[config.mk]
export PLATFORM = sky130hd
export DESIGN_NAME = decode_queue
export DESIGN_NICKNAME = d
export VERILOG_FILES = /design/src/rtl/decode_queue_pkg.sv /design/src/rtl/decode_core.sv /design/src/rtl/decode_queue.sv
export SDC_FILE = /design/constraint.sdc
export NUM_CORES = 1
export LEC_CHECK = 0
export CAP_MARGIN = 15
export CORE_UTILIZATION = 64
export DETAILED_ROUTE_END_ITERATION = 12
export GPL_TIMING_DRIVEN = 1
export PLACE_DENSITY = 0.94
export RECOVER_POWER = 25
export SYNTH_ARGS = -nofsm -noshare
export SYNTH_HDL_FRONTEND = slang
export SYNTH_HIERARCHICAL = 1
export SYNTH_SLANG_ARGS = --single-unit
[constraint.sdc]
create_clock -name clk -period 9.5 [get_ports clk]
set_input_delay 1.425 -clock clk [delete_from_list [all_inputs] [get_ports clk]]
set_output_delay 1.425 -clock clk [all_outputs]
set_load 0.1 [all_outputs]
[src/rtl/decode_queue_pkg.sv]
// Shared types for the decode queue: op encodings, RV32I opcodes, queue entry
// and decoded-field bundles.
package decode_queue_pkg;

    localparam int OP_W_DEF = 6;

    typedef enum logic [5:0] {
        OP_NOP   = 6'd0,
        OP_LUI, OP_AUIPC, OP_JAL, OP_JALR,
        OP_BEQ, OP_BNE, OP_BLT, OP_BGE, OP_BLTU, OP_BGEU,
        OP_LB, OP_LH, OP_LW, OP_LBU, OP_LHU,
        OP_SB, OP_SH, OP_SW,
        OP_ADDI, OP_SLTI, OP_SLTIU, OP_XORI, OP_ORI, OP_ANDI,
        OP_SLLI, OP_SRLI, OP_SRAI,
        OP_ADD, OP_SUB, OP_SLL, OP_SLT, OP_SLTU, OP_XOR,
        OP_SRL, OP_SRA, OP_OR, OP_AND
    } op_e;

    localparam logic [6:0] OPC_LUI    = 7'b0110111;
    localparam logic [6:0] OPC_AUIPC  = 7'b0010111;
    localparam logic [6:0] OPC_JAL    = 7'b1101111;
    localparam logic [6:0] OPC_JALR   = 7'b1100111;
    localparam logic [6:0] OPC_BRANCH = 7'b1100011;
    localparam logic [6:0] OPC_LOAD   = 7'b0000011;
    localparam logic [6:0] OPC_STORE  = 7'b0100011;
    localparam logic [6:0] OPC_OPIMM  = 7'b0010011;
    localparam logic [6:0] OPC_OP     = 7'b0110011;

    localparam logic [6:0] F7_ZERO = 7'b0000000;
    localparam logic [6:0] F7_ALT  = 7'b0100000;

    typedef struct packed {
        logic [31:0] inst;
        logic [31:0] pc;
        logic        pd;
    } entry_t;

    typedef struct packed {
        op_e         op;
        logic [4:0]  rs1;
        logic [4:0]  rs2;
        logic [4:0]  rd;
        logic        rs1_use;
        logic        rs2_use;
        logic        rd_use;
        logic [31:0] imm;
        logic        illegal;
    } dec_t;

endpackage

[src/rtl/decode_core.sv]
// Purely combinational RV32I decode of one instruction word into op, register
// names, operand-usage flags, immediate and an illegal flag.
module decode_core
    import decode_queue_pkg::*;
(
    input  logic [31:0] inst,
    output dec_t        dec
);

    logic [2:0]  f3;
    logic [6:0]  f7;
    logic [31:0] imm_i, imm_s, imm_b, imm_u, imm_j;
    op_e         op;
    logic [31:0] imm;
    logic        use1, use2, wr, bad;

    assign f3    = inst[14:12];
    assign f7    = inst[31:25];
    assign imm_i = {{20{inst[31]}}, inst[31:20]};
    assign imm_s = {{20{inst[31]}}, inst[31:25], inst[11:7]};
    assign imm_b = {{19{inst[31]}}, inst[31], inst[7], inst[30:25], inst[11:8], 1'b0};
    assign imm_u = {inst[31:12], 12'b0};
    assign imm_j = {{11{inst[31]}}, inst[31], inst[19:12], inst[20], inst[30:21], 1'b0};

    always_comb begin
        op   = OP_NOP;
        imm  = '0;
        use1 = 1'b0;
        use2 = 1'b0;
        wr   = 1'b0;
        bad  = 1'b0;
        case (inst[6:0])
            OPC_LUI:   begin op = OP_LUI;   imm = imm_u; wr = 1'b1; end
            OPC_AUIPC: begin op = OP_AUIPC; imm = imm_u; wr = 1'b1; end
            OPC_JAL:   begin op = OP_JAL;   imm = imm_j; wr = 1'b1; end
            OPC_JALR:  begin op = OP_JALR;  imm = imm_i; use1 = 1'b1; wr = 1'b1; end
            OPC_BRANCH: begin
                imm = imm_b; use1 = 1'b1; use2 = 1'b1;
                case (f3)
                    3'b000:  op = OP_BEQ;
                    3'b001:  op = OP_BNE;
                    3'b100:  op = OP_BLT;
                    3'b101:  op = OP_BGE;
                    3'b110:  op = OP_BLTU;
                    3'b111:  op = OP_BGEU;
                    default: bad = 1'b1;
                endcase
            end
            OPC_LOAD: begin
                imm = imm_i; use1 = 1'b1; wr = 1'b1;
                case (f3)
                    3'b000:  op = OP_LB;
                    3'b001:  op = OP_LH;
                    3'b010:  op = OP_LW;
                    3'b100:  op = OP_LBU;
                    3'b101:  op = OP_LHU;
                    default: bad = 1'b1;
                endcase
            end
            OPC_STORE: begin
                imm = imm_s; use1 = 1'b1; use2 = 1'b1;
                case (f3)
                    3'b000:  op = OP_SB;
                    3'b001:  op = OP_SH;
                    3'b010:  op = OP_SW;
                    default: bad = 1'b1;
                endcase
            end
            OPC_OPIMM: begin
                // inst[30] only matters for the shift forms
                imm = imm_i; use1 = 1'b1; wr = 1'b1;
                case (f3)
                    3'b000: op = OP_ADDI;
                    3'b010: op = OP_SLTI;
                    3'b011: op = OP_SLTIU;
                    3'b100: op = OP_XORI;
                    3'b110: op = OP_ORI;
                    3'b111: op = OP_ANDI;
                    3'b001: begin
                        if (f7 == F7_ZERO) op = OP_SLLI;
                        else               bad = 1'b1;
                    end
                    default: begin
                        if (f7 == F7_ZERO)     op = OP_SRLI;
                        else if (f7 == F7_ALT) op = OP_SRAI;
                        else                   bad = 1'b1;
                    end
                endcase
            end
            OPC_OP: begin
                use1 = 1'b1; use2 = 1'b1; wr = 1'b1;
                if (f7 == F7_ZERO) begin
                    case (f3)
                        3'b000:  op = OP_ADD;
                        3'b001:  op = OP_SLL;
                        3'b010:  op = OP_SLT;
                        3'b011:  op = OP_SLTU;
                        3'b100:  op = OP_XOR;
                        3'b101:  op = OP_SRL;
                        3'b110:  op = OP_OR;
                        default: op = OP_AND;
                    endcase
                end else if (f7 == F7_ALT) begin
                    case (f3)
                        3'b000:  op = OP_SUB;
                        3'b101:  op = OP_SRA;
                        default: bad = 1'b1;
                    endcase
                end else begin
                    bad = 1'b1;
                end
            end
            default: bad = 1'b1;
        endcase
    end

    always_comb begin
        dec.rs1     = inst[19:15];
        dec.rs2     = inst[24:20];
        dec.rd      = inst[11:7];
        dec.illegal = bad;
        dec.op      = bad ? OP_NOP : op;
        dec.imm     = bad ? 32'd0 : imm;
        dec.rs1_use = use1 && !bad;
        dec.rs2_use = use2 && !bad;
        dec.rd_use  = wr && !bad && (inst[11:7] != 5'd0);
    end

endmodule

[src/rtl/decode_queue.sv]
// Circular instruction queue between fetch and dispatch; the head entry is
// decoded combinationally and captured into a registered output stage.
module decode_queue
    import decode_queue_pkg::*;
#(
    parameter int DEPTH    = 8,
    parameter int AFULL_TH = 2,
    parameter int OP_W     = OP_W_DEF
) (
    input  logic            clk,
    input  logic            rst,
    input  logic            rdy,
    input  logic            iROB_clr,
    input  logic            iINF_en,
    input  logic [31:0]     iINF_inst,
    input  logic [31:0]     iINF_pc,
    input  logic            iINF_pd,
    output logic            oINF_full,
    output logic            oINF_afull,
    input  logic            iDEC_stall,
    output logic            oDEC_en,
    output logic [OP_W-1:0] oDEC_op,
    output logic [4:0]      oDEC_rs1,
    output logic [4:0]      oDEC_rs2,
    output logic [4:0]      oDEC_rd,
    output logic            oDEC_rs1_use,
    output logic            oDEC_rs2_use,
    output logic            oDEC_rd_use,
    output logic [31:0]     oDEC_imm,
    output logic [31:0]     oDEC_pc,
    output logic            oDEC_pd,
    output logic            oDEC_illegal
);

    localparam int PTR_W = $clog2(DEPTH);
    localparam int CNT_W = PTR_W + 1;

    entry_t             mem [DEPTH];
    logic [PTR_W-1:0]   head_reg, tail_reg;
    logic [CNT_W-1:0]   count_reg;
    entry_t             head_entry;
    dec_t               head_dec;
    logic               wr_en, out_free, pop;

    assign oINF_full  = (count_reg == CNT_W'(DEPTH));
    assign oINF_afull = ((DEPTH - int'(count_reg)) <= AFULL_TH);

    assign wr_en    = iINF_en && !oINF_full;
    assign out_free = !oDEC_en || !iDEC_stall;
    assign pop      = (count_reg != '0) && out_free;

    assign head_entry = mem[head_reg];

    decode_core u_core (
        .inst (head_entry.inst),
        .dec  (head_dec)
    );

    // Storage carries no reset; validity lives entirely in count_reg.
    always_ff @(posedge clk) begin
        if (rdy && !iROB_clr && wr_en)
            mem[tail_reg] <= '{inst: iINF_inst, pc: iINF_pc, pd: iINF_pd};
    end

    always_ff @(posedge clk or negedge rst) begin
        if (!rst) begin
            head_reg  <= '0;
            tail_reg  <= '0;
            count_reg <= '0;
        end else if (rdy) begin
            if (iROB_clr) begin
                head_reg  <= '0;
                tail_reg  <= '0;
                count_reg <= '0;
            end else begin
                if (wr_en) tail_reg <= tail_reg + PTR_W'(1);
                if (pop)   head_reg <= head_reg + PTR_W'(1);
                case ({wr_en, pop})
                    2'b10:   count_reg <= count_reg + CNT_W'(1);
                    2'b01:   count_reg <= count_reg - CNT_W'(1);
                    default: count_reg <= count_reg;
                endcase
            end
        end
    end

    always_ff @(posedge clk or negedge rst) begin
        if (!rst) begin
            oDEC_en      <= 1'b0;
            oDEC_op      <= OP_W'(OP_NOP);
            oDEC_rs1     <= '0;
            oDEC_rs2     <= '0;
            oDEC_rd      <= '0;
            oDEC_rs1_use <= 1'b0;
            oDEC_rs2_use <= 1'b0;
            oDEC_rd_use  <= 1'b0;
            oDEC_imm     <= '0;
            oDEC_pc      <= '0;
            oDEC_pd      <= 1'b0;
            oDEC_illegal <= 1'b0;
        end else if (rdy) begin
            if (iROB_clr) begin
                oDEC_en <= 1'b0;
            end else if (pop) begin
                oDEC_en      <= 1'b1;
                oDEC_op      <= OP_W'(head_dec.op);
                oDEC_rs1     <= head_dec.rs1;
                oDEC_rs2     <= head_dec.rs2;
                oDEC_rd      <= head_dec.rd;
                oDEC_rs1_use <= head_dec.rs1_use;
                oDEC_rs2_use <= head_dec.rs2_use;
                oDEC_rd_use  <= head_dec.rd_use;
                oDEC_imm     <= head_dec.imm;
                oDEC_pc      <= head_entry.pc;
                oDEC_pd      <= head_entry.pd;
                oDEC_illegal <= head_dec.illegal;
            end else if (out_free) begin
                oDEC_en <= 1'b0;
            end
        end
    end

endmodule

==> impl_metrics.tcl <==
set metrics [dict create \
    fin_worst_skew_ps 30.0 \
    ant_nets 0 \
    worst_slew_pin_slew_ps 2720 \
    syn_inst 1324 \
    root_buffer "clkbuf_16" \
    end_kind "output port" \
    outcome "finished with violations" \
    whs_path_depth 2 \
    finalWeightedCongestion 0.891 \
    post_cts_buffers 0 \
    clkSlewWorstSetupHoldPaths_ps 60 \
    place_inst 1922 \
    netlist_area_sq_um 25300 \
    routed_wl_um 56500 \
    die-area_sq_um 40400 \
    grt-ovfl-total 0 \
    final-hold-violation-count 0 \
    syn_area_per_cell_sq_um 19.1 \
    power_density_nw_per_um2 304 \
    drv_slew 39 \
    largest_reg_flops 520 \
    syn_to_final_growth_pct 14.6 \
    yosysTopAreaCellShare_pct 61.6 \
    grt_usage_pct 28.8 \
    clock_sinks 621 \
    placed_area_sq_um 27200 \
    fin_nets 1540 \
    ioPinCount 164 \
    relSlewSlack_pct -81.4 \
    yosys_warnings 6 \
    antenna_found_initial 11 \
    cts_made_buffers 58 \
    grt_pass1_wl_um 86100 \
    core_sq_um 38800 \
    max_freq_mhz 185 \
    fp.dieH_um 201 \
    crit_type "flip-flop to output port" \
    setup-violations-final 0 \
    maxCapViolCount 1 \
    ys.flop_type "edfxtp_1" \
    async_flop_share_pct 16.3 \
    dpl.hpwl_um 32300 \
    min_path_type "flip-flop to flip-flop" \
    vias 13500 \
    violations "capacitance limit, slew limit" \
    worst_ir_drop_vdd_v 0.000312 \
    tns_ps 0 \
    cts_tree "built" \
    fin_crit_sh_pct 57.0 \
    clock_latency_ps 610 \
    arrival_ps 3990 \
    drive_gt1_share_pct 24.2 \
    synth_nets 1400 \
    rows 72 \
    grt_max_degree 69 \
    wl_per_cell_um 27.8 \
    synth_seq_area_share_pct 71.6 \
    crit_path_start_kind "flip-flop" \
    regMostFlops "mem" \
    clock_path_buffers 3 \
    fin_area_sq_um 29000 \
    cts_resized 0 \
    yosys.area.top_type "edfxtp_1" \
    rsz0062_at_grt "no" \
    dr.pass1.iters 5 \
    power_leakage_nw 9.61 \
    die_w_um 201 \
    hold_buffers 0 \
    via_per_inst 6.64 \
    fin_crit_ps 5410 \
    first_global_vias 14100 \
    drcViolationCount 0 \
    layout_top_registers "mem: 520 flops, oDEC_imm: 32 flops, oDEC_pc: 32 flops" \
    crit_required_ps 8080 \
    start_util_pct 65.3 \
    synthDistinctLibCells 86 \
    worstRegToRegCells 8 \
    yosys-top-cells-area "edfxtp_1 (62%), mux4_2 (12%), dfrtp_1 (10%)" \
    drtIter0Drc 1363 \
    cts_max_level 2 \
    synth_edf_count 520 \
    port_buffers 163 \
    critPathMaxFanout 7 \
    fin_cells 2036 \
    synth_seq_cells 621 \
]
==> layout make-up <==
cell class,count,area [sq um]
Fill cell,2071,9780
Clock buffer,86,1680
Tap cell,518,648
Timing Repair Buffer,184,1780
Antenna cell,5,12.5
Clock inverter,23,161
Multi-Input combinational cell,585,6550
Inverter,14,52.6
Sequential cell,621,18200
==> cell usage after synthesis (4+ instances only) <==
| cell | count |
|---|---|
| buf_1 | 5 |
| nand2b_1 | 5 |
| a22oi_1 | 6 |
| nand2_1 | 61 |
| a21oi_1 | 9 |
| nor3_1 | 8 |
| nor2_1 | 27 |
| o2111ai_1 | 4 |
| clkbuf_1 | 20 |
| o211ai_1 | 5 |
| edfxtp_1 | 520 |
| a2111oi_2 | 12 |
| nor4_1 | 16 |
| mux2_2 | 76 |
| nand3_1 | 9 |
| and3_1 | 4 |
| buf_6 | 6 |
| dfrtp_1 | 101 |
| a2111oi_1 | 6 |
| o21ai_0 | 60 |
| xnor2_1 | 4 |
| ha_1 | 5 |
| mux2i_1 | 34 |
| mux4_2 | 130 |
| o22ai_1 | 9 |
| buf_2 | 29 |
| inv_1 | 14 |
| nand4_1 | 8 |
| mux2_4 | 10 |
| buf_4 | 41 |
==> critical path: stages (launching register included) <==
cell and delay [ps]:
dfrtp_1 440, inv_1 160, ha_1 280, or3b_1 510, o311ai_0 710, clkdlybuf4s50_1 1270
==> cells in the final DEF, fill, tap and decap left out, types with 9 or more instances in the layout <==
cell type        count
nor4_1              16
dlygate4sd3_1       41
o22ai_1              9
mux2i_1             34
nor2_1              20
nand3_1              9
clkdlybuf4s50_1    121
mux4_2             130
a2111oi_2           12
mux2_4              10
edfxtp_1           520
clkbuf_16           60
nand2_1             61
clkinv_2            11
o21ai_0             60
mux2_2              76
buf_4               21
inv_1               14
a21oi_1              9
dfrtp_1             98
clkbuf_1            16
==> cell families (layout without fill, tap and decap cells) <==
kind of cell	count (synthesis)	in the layout	share of synthesized area [%]
adders and majority gates	6	6	0.286
other	0	5	0
and+or+nand+nor	175	175	3.97
xor gates and xnor gates	5	5	0.173
buffers and inverters	118	307	2.79
AOI/OAI and AO/OA	146	146	4.21
DFF	621	621	71.6
muxes	253	253	17.0
==> power breakdown <==
group | switching [mW] | internal, mW | total, mW
clock | 0.972 | 1.28 | 2.25
combinational | 2.18 | 1.05 | 3.23
sequential | 0.174 | 3.19 | 3.36
==> final timing paths <==
kind | endpoint | slack [ps] | start
setup / recovery | oINF_afull | 4090 | count_reg[0]
hold / removal | oDEC_pc[4] | 480 | oDEC_pc[4]
setup reg to reg | oDEC_imm[12] | 4580 | head_reg[0]
hold reg to reg | oDEC_pc[4] | 480 | oDEC_pc[4]
max in group asynchronous | oDEC_pc[7] | 5820 | rst
min in group asynchronous | oDEC_op[2] | 1670 | rst
==> through the flow <==
stage	power [mW]	worst slack (ps)	util [%]	hold WS [ps]
3_3_place_gp	6.52	4630	70.0	463
4_1_cts	8.87	4050	74.8	487
5_1_grt	9.13	3900	74.8	510
3_5_place_dp	6.61	4470	70.0	472
2_1_floorplan	5.92	2610	-	595
6_report	8.84	4090	74.8	479
==> layer usage <==
| metal | wire [um] | global-route usage [%] | part of all wire [%] |
|---|---|---|---|
| met1 | 21400 | 38.8 | 38 |
| met2 | 28800 | 47.5 | 51 |
| met3 | 4680 | 5.58 | 8.3 |
| met4 | 1650 | 10.3 | 2.9 |
| met5 | 41 | 0 | 0.073 |
No activity file was read; power rests on OpenSTA's default activity.
